`src/rtl/ofmap_wr_addrgen.sv`:
```
// Output feature-map write address generator: accepts one result per handshake and
// issues a registered write at BASE_ADDR + f*W*W + i*W + j, with optional ReLU clamp.
module ofmap_wr_addrgen #(
   parameter int unsigned OUT_FEATURE_WIDTH      = 24,
   parameter int unsigned NUM_ONEMULT            = 2,
   parameter int unsigned OUT_FEATURE_ADDR_WIDTH = 11,
   parameter int unsigned DATA_WIDTH             = 16,
   parameter int unsigned BASE_ADDR              = 0,
   parameter int unsigned RELU_EN                = 1,
   parameter int unsigned ROW_WIDTH              = 5,
   parameter int unsigned MAP_WIDTH              = 2
) (
   input  logic                              clk,
   input  logic                              reset,
   input  logic                              start,
   input  logic                              in_valid,
   input  logic [DATA_WIDTH-1:0]             in_data,
   output logic                              in_ready,
   input  logic                              mem_stall,
   output logic                              wr_en,
   output logic [OUT_FEATURE_ADDR_WIDTH-1:0] wr_addr,
   output logic [DATA_WIDTH-1:0]             wr_data,
   output logic                              map_last,
   output logic                              done
);

   localparam int unsigned AW = OUT_FEATURE_ADDR_WIDTH;
   localparam logic [ROW_WIDTH-1:0] LAST_POS  = ROW_WIDTH'(OUT_FEATURE_WIDTH - 1);
   localparam logic [MAP_WIDTH-1:0] LAST_MAP  = MAP_WIDTH'(NUM_ONEMULT - 1);
   localparam logic [AW-1:0]        BASE      = AW'(BASE_ADDR);

   typedef enum logic [1:0] {IDLE, RUN, DONE} state_t;

   state_t                state, state_next;
   logic [ROW_WIDTH-1:0]  row, col;
   logic [MAP_WIDTH-1:0]  map;
   logic [AW-1:0]         addr;
   logic                  accept, col_end, map_end, run_end, load;
   logic [DATA_WIDTH-1:0] relu_data;

   assign in_ready  = (state == RUN) && !mem_stall;
   assign accept    = in_valid && in_ready;
   assign col_end   = (col == LAST_POS);
   assign map_end   = col_end && (row == LAST_POS);
   assign run_end   = map_end && (map == LAST_MAP);
   assign load      = start && (state != RUN);
   assign relu_data = ((RELU_EN != 0) && in_data[DATA_WIDTH-1]) ? '0 : in_data;

   always_ff @(posedge clk) begin
      if (reset) state <= IDLE;
      else       state <= state_next;
   end

   always_comb begin
      state_next = state;
      case (state)
         IDLE:    if (start) state_next = RUN;
         RUN:     if (accept && run_end) state_next = DONE;
         DONE:    if (start) state_next = RUN;
         default: state_next = IDLE;
      endcase
   end

   // Pixel position counters; linear addr avoids a W*W multiply per write.
   always_ff @(posedge clk) begin
      if (reset) begin
         row  <= '0;
         col  <= '0;
         map  <= '0;
         addr <= '0;
      end else if (load) begin
         row  <= '0;
         col  <= '0;
         map  <= '0;
         addr <= BASE;
      end else if (accept) begin
         addr <= addr + AW'(1);
         if (col_end) begin
            col <= '0;
            if (row == LAST_POS) begin
               row <= '0;
               map <= run_end ? '0 : map + MAP_WIDTH'(1);
            end else begin
               row <= row + ROW_WIDTH'(1);
            end
         end else begin
            col <= col + ROW_WIDTH'(1);
         end
      end
   end

   // Write port registers; address and data hold between writes.
   always_ff @(posedge clk) begin
      if (reset) begin
         wr_en    <= 1'b0;
         wr_addr  <= '0;
         wr_data  <= '0;
         map_last <= 1'b0;
         done     <= 1'b0;
      end else begin
         wr_en    <= accept;
         map_last <= accept && map_end;
         done     <= (state_next == DONE);
         if (accept) begin
            wr_addr <= addr;
            wr_data <= relu_data;
         end
      end
   end

endmodule

```
`config.mk`:
```
export PLATFORM = sky130hd
export DESIGN_NAME = ofmap_wr_addrgen
export DESIGN_NICKNAME = d
export VERILOG_FILES = /design/src/rtl/ofmap_wr_addrgen.sv
export SDC_FILE = /design/constraint.sdc
export NUM_CORES = 1
export LEC_CHECK = 0
export CELL_PAD_IN_SITES_DETAIL_PLACEMENT = 0
export CELL_PAD_IN_SITES_GLOBAL_PLACEMENT = 2
export CORE_ASPECT_RATIO = 1.25
export CORE_MARGIN = 10
export CORE_UTILIZATION = 29
export CTS_CLUSTER_SIZE = 40
export DETAILED_ROUTE_END_ITERATION = 16
export PLACE_DENSITY_LB_ADDON = 0.1
export SLEW_MARGIN = 20
export SYNTH_ARGS = -nofsm -noshare
export SYNTH_HDL_FRONTEND = slang
export SYNTH_SLANG_ARGS = --single-unit
```
`constraint.sdc`:
```
create_clock -name clk -period 2.1 [get_ports clk]
set_input_delay 0.42 -clock clk [delete_from_list [all_inputs] [get_ports clk]]
set_output_delay 0.42 -clock clk [all_outputs]
set_load 0.02 [all_outputs]
```
==> run metrics <==
Synth Register Bits=54; Port Buf Inserts=50; DIE HEIGHT=120 um; Ys Warns=0; asr flop ratio synth=0%; LEAKAGE=0.986 nW; Post-route DRC=0; CTS H-tree lvls=2; Final HPWL DP=~4200 um; CTS tree=built; met2 routed WL=between 2000 and 3000 um; Post-synth top flop=dfxtp_1; Setup CP Type=in2out; cell area after synthesis=~2300 sq um; most frequent CP cell=clkdlybuf4s50_1; Final ANT Viol Nets=0; first-pass GRT wire length=approximately 10000 um; Post-DP Area=around 3000 sq um; Pre-antenna DRT Iters=4; final hold vios=0; Combinational Power Share=~9.7%; endpoint type of the worst setup path=primary output; Top Metal Used=met4; Hold Path Origin=map[1]; clk slew on worst S/H paths=around 0.090 ns; share of cells above drive strength 1=under 10%; Initial Util=between 20% and 30%; reg2reg setup slack=between 0.3 and 0.4 ns; gate count of the mapped netlist=266; total CTS buffers=5; Worst setup SP type=input port; clk buf depth=2; # IOs=between 50 and 60; number of flops mapped to enable cells by yosys=0; # diodes=0; status=finished, final reports clean; via count=a little over 2k; M1 wire length=2800 um; global-route usage over all layers=10.0%; most frequent cells in the layout=53 x dfxtp_1, 50 x clkdlybuf4s50_1, 46 x nand2_1; max-cap violations=0; Clock Sinks=54; Pint=1.49 mW; Worst Reg-to-Reg Cells=6; total grt overflow=0; WL final=6000 um; metal3 WL=a little over 400 um; # hold bufs at CTS=0; CP max-delay cell=clkdlybuf4s50_1; Reg2Reg Launch Point=col[0]; Tot Pwr=slightly below 2 mW; switching power=0.459 mW; top-area cell type share of the netlist area=46.8%; vias per cell=about 4.8; crit path max fanout=3; Die W=around 100 um; clock root cell=clkbuf_8; final setup violation count=0; largest area contributor in the netlist=dfxtp_1; sequential fraction of design power=53.6%; CP arrival=around 1.6 ns; core area=7790 sq um; min-delay worst type=reg2reg; fin area=about 3100 sq um; Final Slew Violations=0; pin count of the biggest net entering global routing=34; hold path depth=2; Final Util=approximately two fifths; commonest non-fill, non-tap cell in the layout=dfxtp_1; Post-CTS Setup Repair Bufs=0; RePlAce Congestion=0.702; Syn Nets=290; leading post-synthesis cells by cell area=dfxtp_1 47%, a21oi_1 8.7%, nand2_1 7.5%; worst r2r dst=state[0]; unrepaired setup endpoints after global routing=false; clock power share=between 30% and 40%; sw frac=a little under a quarter; data required time of the worst path=1.68 ns; fmax=a little under 0.5 GHz; 1st-iter DRT viols=approximately 110; Layout area overhead=35.6%; hold endpoint=map[1]; initial antenna violation count=0; DIE AREA=between 10000 and 15000 sq um; Max VDD drop=between 0.3 and 0.4 mV; Clock Latency Late Sink=a little over 0.3 ns; vias in the first global route=around 2.0k; post-cts sizing count=0; minimum clock period=2.02 ns; pwr/cell area=621 nW/um^2; Syn Area/Cell=roughly 8.7 sq um; Final nets=347; slowest stage delay, CP=between 0.6 and 0.7 ns; routed length per instance=between 10 and 15 um; worst path cell trace=clkdlybuf4s50_1, nor2_1, clkdlybuf4s50_1; Seq/Total Area, Yosys=46.8%; Netlist cell types=39; Layout Skew=between 0.007 and 0.008 ns; period utilisation layout=between 90 and 100%; number of cell rows=36
==> metrics by stage <==
step                instances  setup WS, ns  hold WS, ns  setup TNS (ns)
finish                    419        0.0820        0.428               0
global route              419       0.00994        0.466               0
floorplan                 266         0.561        0.404               0
CTS                       419        0.0368        0.429               0
detailed placement        411       -0.0108        0.416         -0.0259
global placement          411        0.0132        0.412               0
==> synth_stat cells, types with 2 or more instances <==
cell type and number:
nand3b_1 15, nor3_1 2, and2_1 2, buf_2 7, nor4_1 3, or4_1 6, a211oi_1 3, o21ai_0 7
a211o_1 5, o31ai_1 5, nand4b_1 2, or3_1 5, o21a_1 2, o211ai_1 5, inv_1 8, a21oi_1 40
nand3_1 6, nand4_1 4, nor2_1 3, nor2b_1 2, dfxtp_1 54, ha_1 3, clkbuf_1 10, mux2i_1 5
nand2_1 46, nand2b_1 3
==> metal layers <==
| layer | vias to the layer above | GRT usage (%) |
|---|---|---|
| met5 | - | 0 |
| met4 | 0 | 3.32 |
| met3 | 5 | 3.44 |
| met2 | 46 | 15.8 |
| met1 | 924 | 12.4 |
| li1 | 1056 | - |
==> power by group through the flow <==
stage	Clock, mW	Combinational [mW]	Sequential [mW]
6_report	0.714	0.189	1.04
5_1_grt	0.790	0.205	1.04
4_1_cts	0.751	0.193	1.04
3_5_place_dp	0	0.192	1.07
3_3_place_gp	0	0.193	1.07
2_1_floorplan	0	0.0826	1.07
==> state kept, by name, indices dropped and copies added, names as in the netlist <==
register	count
wr_en	1
addr	11
wr_data	15
state	2
col	5
row	5
map_last	1
map	2
wr_addr	11
done	1
==> cell families after synthesis <==
group | after synthesis | synth area share, %
xor+xnor | 1 | 0.379
buf+inv | 28 | 5.42
flops | 54 | 46.8
compound gates | 70 | 18.1
fa+ha+maj | 3 | 1.63
mux | 5 | 2.17
other cells | 1 | 0.162
simple gates | 104 | 25.4
==> final cells by class <==
cell class	instances	area (sq um)
Fill cell	809	4660
Inverter	9	33.8
Clock inverter	2	37.5
Tap cell	95	119
Timing Repair Buffer	69	668
Sequential cell	54	1080
Clock buffer	6	72.6
Multi-Input combinational cell	184	1120
==> worst max-delay path: cells and delay by family <==
kind | cells | cell delay (ns)
AND/OR/NAND/NOR | 1 | 0.12
buffers and inverters | 2 | 1.06
==> worst max path at each step <==
stage / from / end / slack [ns] / cells after the start
floorplan: col[0] / row[4] / 0.56 / 5
global route: mem_stall / in_ready / 0.01 / 3
finish: mem_stall / in_ready / 0.08 / 3
global placement: mem_stall / addr[10] / 0.01 / 6
detailed placement: mem_stall / col[0] / -0.01 / 6
CTS: state[0] / in_ready / 0.04 / 3
No activity file was read; power rests on OpenSTA's default activity.
==> edit: new RTL, same flow settings <==
Set the parameter `ROW_WIDTH` to 6 (it was 5).
--- a/src/rtl/ofmap_wr_addrgen.sv
+++ b/src/rtl/ofmap_wr_addrgen.sv
@@ -9,3 +9,3 @@
    parameter int unsigned RELU_EN                = 1,
-   parameter int unsigned ROW_WIDTH              = 5,
+   parameter int unsigned ROW_WIDTH              = 6,
    parameter int unsigned MAP_WIDTH              = 2
Formal check against the unedited RTL: no difference found for any inputs over 10 cycles, from zero or initial values and one cycle with reset high; that may be too few to reach the edited logic, so the function may still have changed.
==> edit against the unedited design <==
Total power shrank 4.9%; critical path type is now reg2reg; global-route usage shrank 0.34 points; final area shrank 3.0%; fmax rose by 7.5%; routed wire length shrank 4.1%; area after synthesis down 1.1%; sequential cell count rose by 2; register-to-register slack worse by 0.11 ns; setup slack improved by 0.14 ns.
==> edit: results (changes against the unedited design) <==
\begin{tabular}{lr}
\hline
Metric & Value \\
\hline
\multicolumn{2}{l}{\textbf{Cells and area}} \\
Registers with the most flip-flops & wr\_data: 15 flops, addr: 11 flops, wr\_addr: 11 flops \\
Share of post-route cells with drive strength above 1 & 8.62\% (-1.3 points) \\
Number of nets in the layout & 348 (+0.29\%) \\
\multicolumn{2}{l}{\textbf{GRT}} \\
Largest net degree at the start of global routing & 34 (unchanged) \\
Number of antenna violations at the first check in global routing & 0 (unchanged) \\
Global-route usage over all layers & 9.70\% (-0.34 points) \\
Number of global-route vias before repair & 1998 (+0.10\%) \\
Overflow left after global routing & 0 (unchanged) \\
Global-route wire length before repair & 9.69 mm (-4.1\%) \\
\multicolumn{2}{l}{\textbf{CTS}} \\
CTS clk-pin slew, worst paths & 0.10 ns \\
CTS Root Cell & clkbuf\_8 \\
Maximum root-to-sink buffer count & 2 (unchanged) \\
H-tree depth & 2 (unchanged) \\
Postcts setup bufs & 0 (unchanged) \\
\multicolumn{2}{l}{\textbf{Synth}} \\
Top cells by area in the synthesized netlist & dfxtp\_1 49\%, a21oi\_1 8.8\%, nand2\_1 8.2\%, nand3b\_1 4.9\%, nor2\_1 2.8\% \\
Adder and majority gate portion of the synthesized area & 1.64\% (+0.019 points) \\
Distinct cells, synth & 39 (unchanged) \\
Proportion of synthesized area in mux cells & 0.438\% (-1.7 points) \\
Synthesized Nets & 293 (+1.0\%) \\
Share of synthesized area occupied by flip-flops and latches & 49.1\% (+2.3 points) \\
Leading post-synthesis cells by instance count & 56 x dfxtp\_1, 50 x nand2\_1, 40 x a21oi\_1 \\
Fraction of synthesized cell area in xor and xnor cells & 3.45\% (+3.1 points) \\
Complex-gate fraction of the synthesized area & 13.1\% (-5.0 points) \\
\multicolumn{2}{l}{\textbf{Hold path}} \\
Path class of the lowest-slack min-delay path & reg2reg \\
\multicolumn{2}{l}{\textbf{Worst setup path}} \\
Worst flop-to-flop path startpoint & col[0] \\
Critical Path Slowest Stage Cell & or4\_1 \\
Maximum fanout along the worst path & 5 (+2) \\
Crit-path max cell delay & 0.50 ns (-0.11 ns) \\
Critical Setup Path Class & reg2reg \\
Crit path DAT & 2.12 ns (+0.52 ns) \\
\multicolumn{2}{l}{\textbf{Routing}} \\
DRC marker count from the first detailed-route iteration & 58 (-46\%) \\
Average vias per placed instance & 4.78 (-1.4\%) \\
Final WL & 5.75 mm (-4.1\%) \\
\multicolumn{2}{l}{\textbf{Power}} \\
Static leakage power & 1.00 nW (+1.9\%) \\
Worst IR drop on VDD & 0.221 mV (-30\%) \\
\multicolumn{2}{l}{\textbf{Run status}} \\
Outcome & finished, final reports clean \\
\multicolumn{2}{l}{\textbf{Floorplan}} \\
Count of standard-cell rows & 36 (unchanged) \\
\multicolumn{2}{l}{\textbf{Place}} \\
Routability congestion estimate from global placement & 0.816 (+16\%) \\
HPWL reported at the end of detailed placement & 4.09 mm (-1.9\%) \\
\multicolumn{2}{l}{\textbf{STA}} \\
Worst clock skew & 0.00490 ns (-0.00264 ns) \\
\hline
\end{tabular}
## edit: cell count changes in the layout (fill, tap and decap cells not counted), sizes merged, moves of 5 or more
cell	delta
a211o	-5
xor2	+5
inv	-5
nor2	+14
o31ai	-5
## edit: routing by layer
metal	vias up	share of wire [%]	track usage, %
met5	-	0	0
met4	0	0.96	2.96
met3	5	8.9	4.80
met2	45	44	15.0
met1	922	46	11.5
li1	1036	-	-
## edit: final cells by class
| type | count | area (sq um) |
|---|---|---|
| repair buffers | 66 | 623 |
| inverters | 3 | 11.3 |
| fillers | 821 | 4710 |
| flip-flops and latches | 56 | 1120 |
| well taps | 95 | 119 |
| multi-input cells | 192 | 1070 |
| clock buffers | 8 | 90.1 |
## edit: report_power, final
group | switching (mW) | internal, mW
combinational | 0.0771 | 0.0723
sequential | 0.00715 | 1.07
clock | 0.352 | 0.271
## edit: worst max-delay path, delay by kind of cell (launching register included)
family	cells	cell delay [ns]
and+or+nand+nor	3	0.91
DFF	1	0.40
adders and majority gates	1	0.21
buffers and inverters	1	0.16
AOI/OAI and AO/OA	1	0.15
## edit: timing repair
item                                   CTS  global route
endpoints found under the hold margin    0             0
hold buffers                             0             0
resized for setup                        0             1
setup endpoints to repair                0             1
## edit: per-stage QoR
stage | setup WS [ns] | area (sq um) | utilization [%] | cells
after global routing | 0.118 | 3040 | 39.2 | 420
after CTS | 0.0948 | 3040 | 39.2 | 420
after detailed placement | -0.0615 | 2950 | 38.0 | 412
after global placement | -0.0361 | 2950 | 38.0 | 412
after floorplan | 0.391 | 2280 | - | 269
final | 0.222 | 3040 | 39.2 | 420
## edit: worst paths after layout
path                            endpoint  slack, ns  cells past startpoint
worst max-delay path              row[3]       0.22                      6
worst min-delay path              map[1]       0.45                      1
worst max register to register    row[3]       0.22                      6
worst min register to register    map[1]       0.45                      1
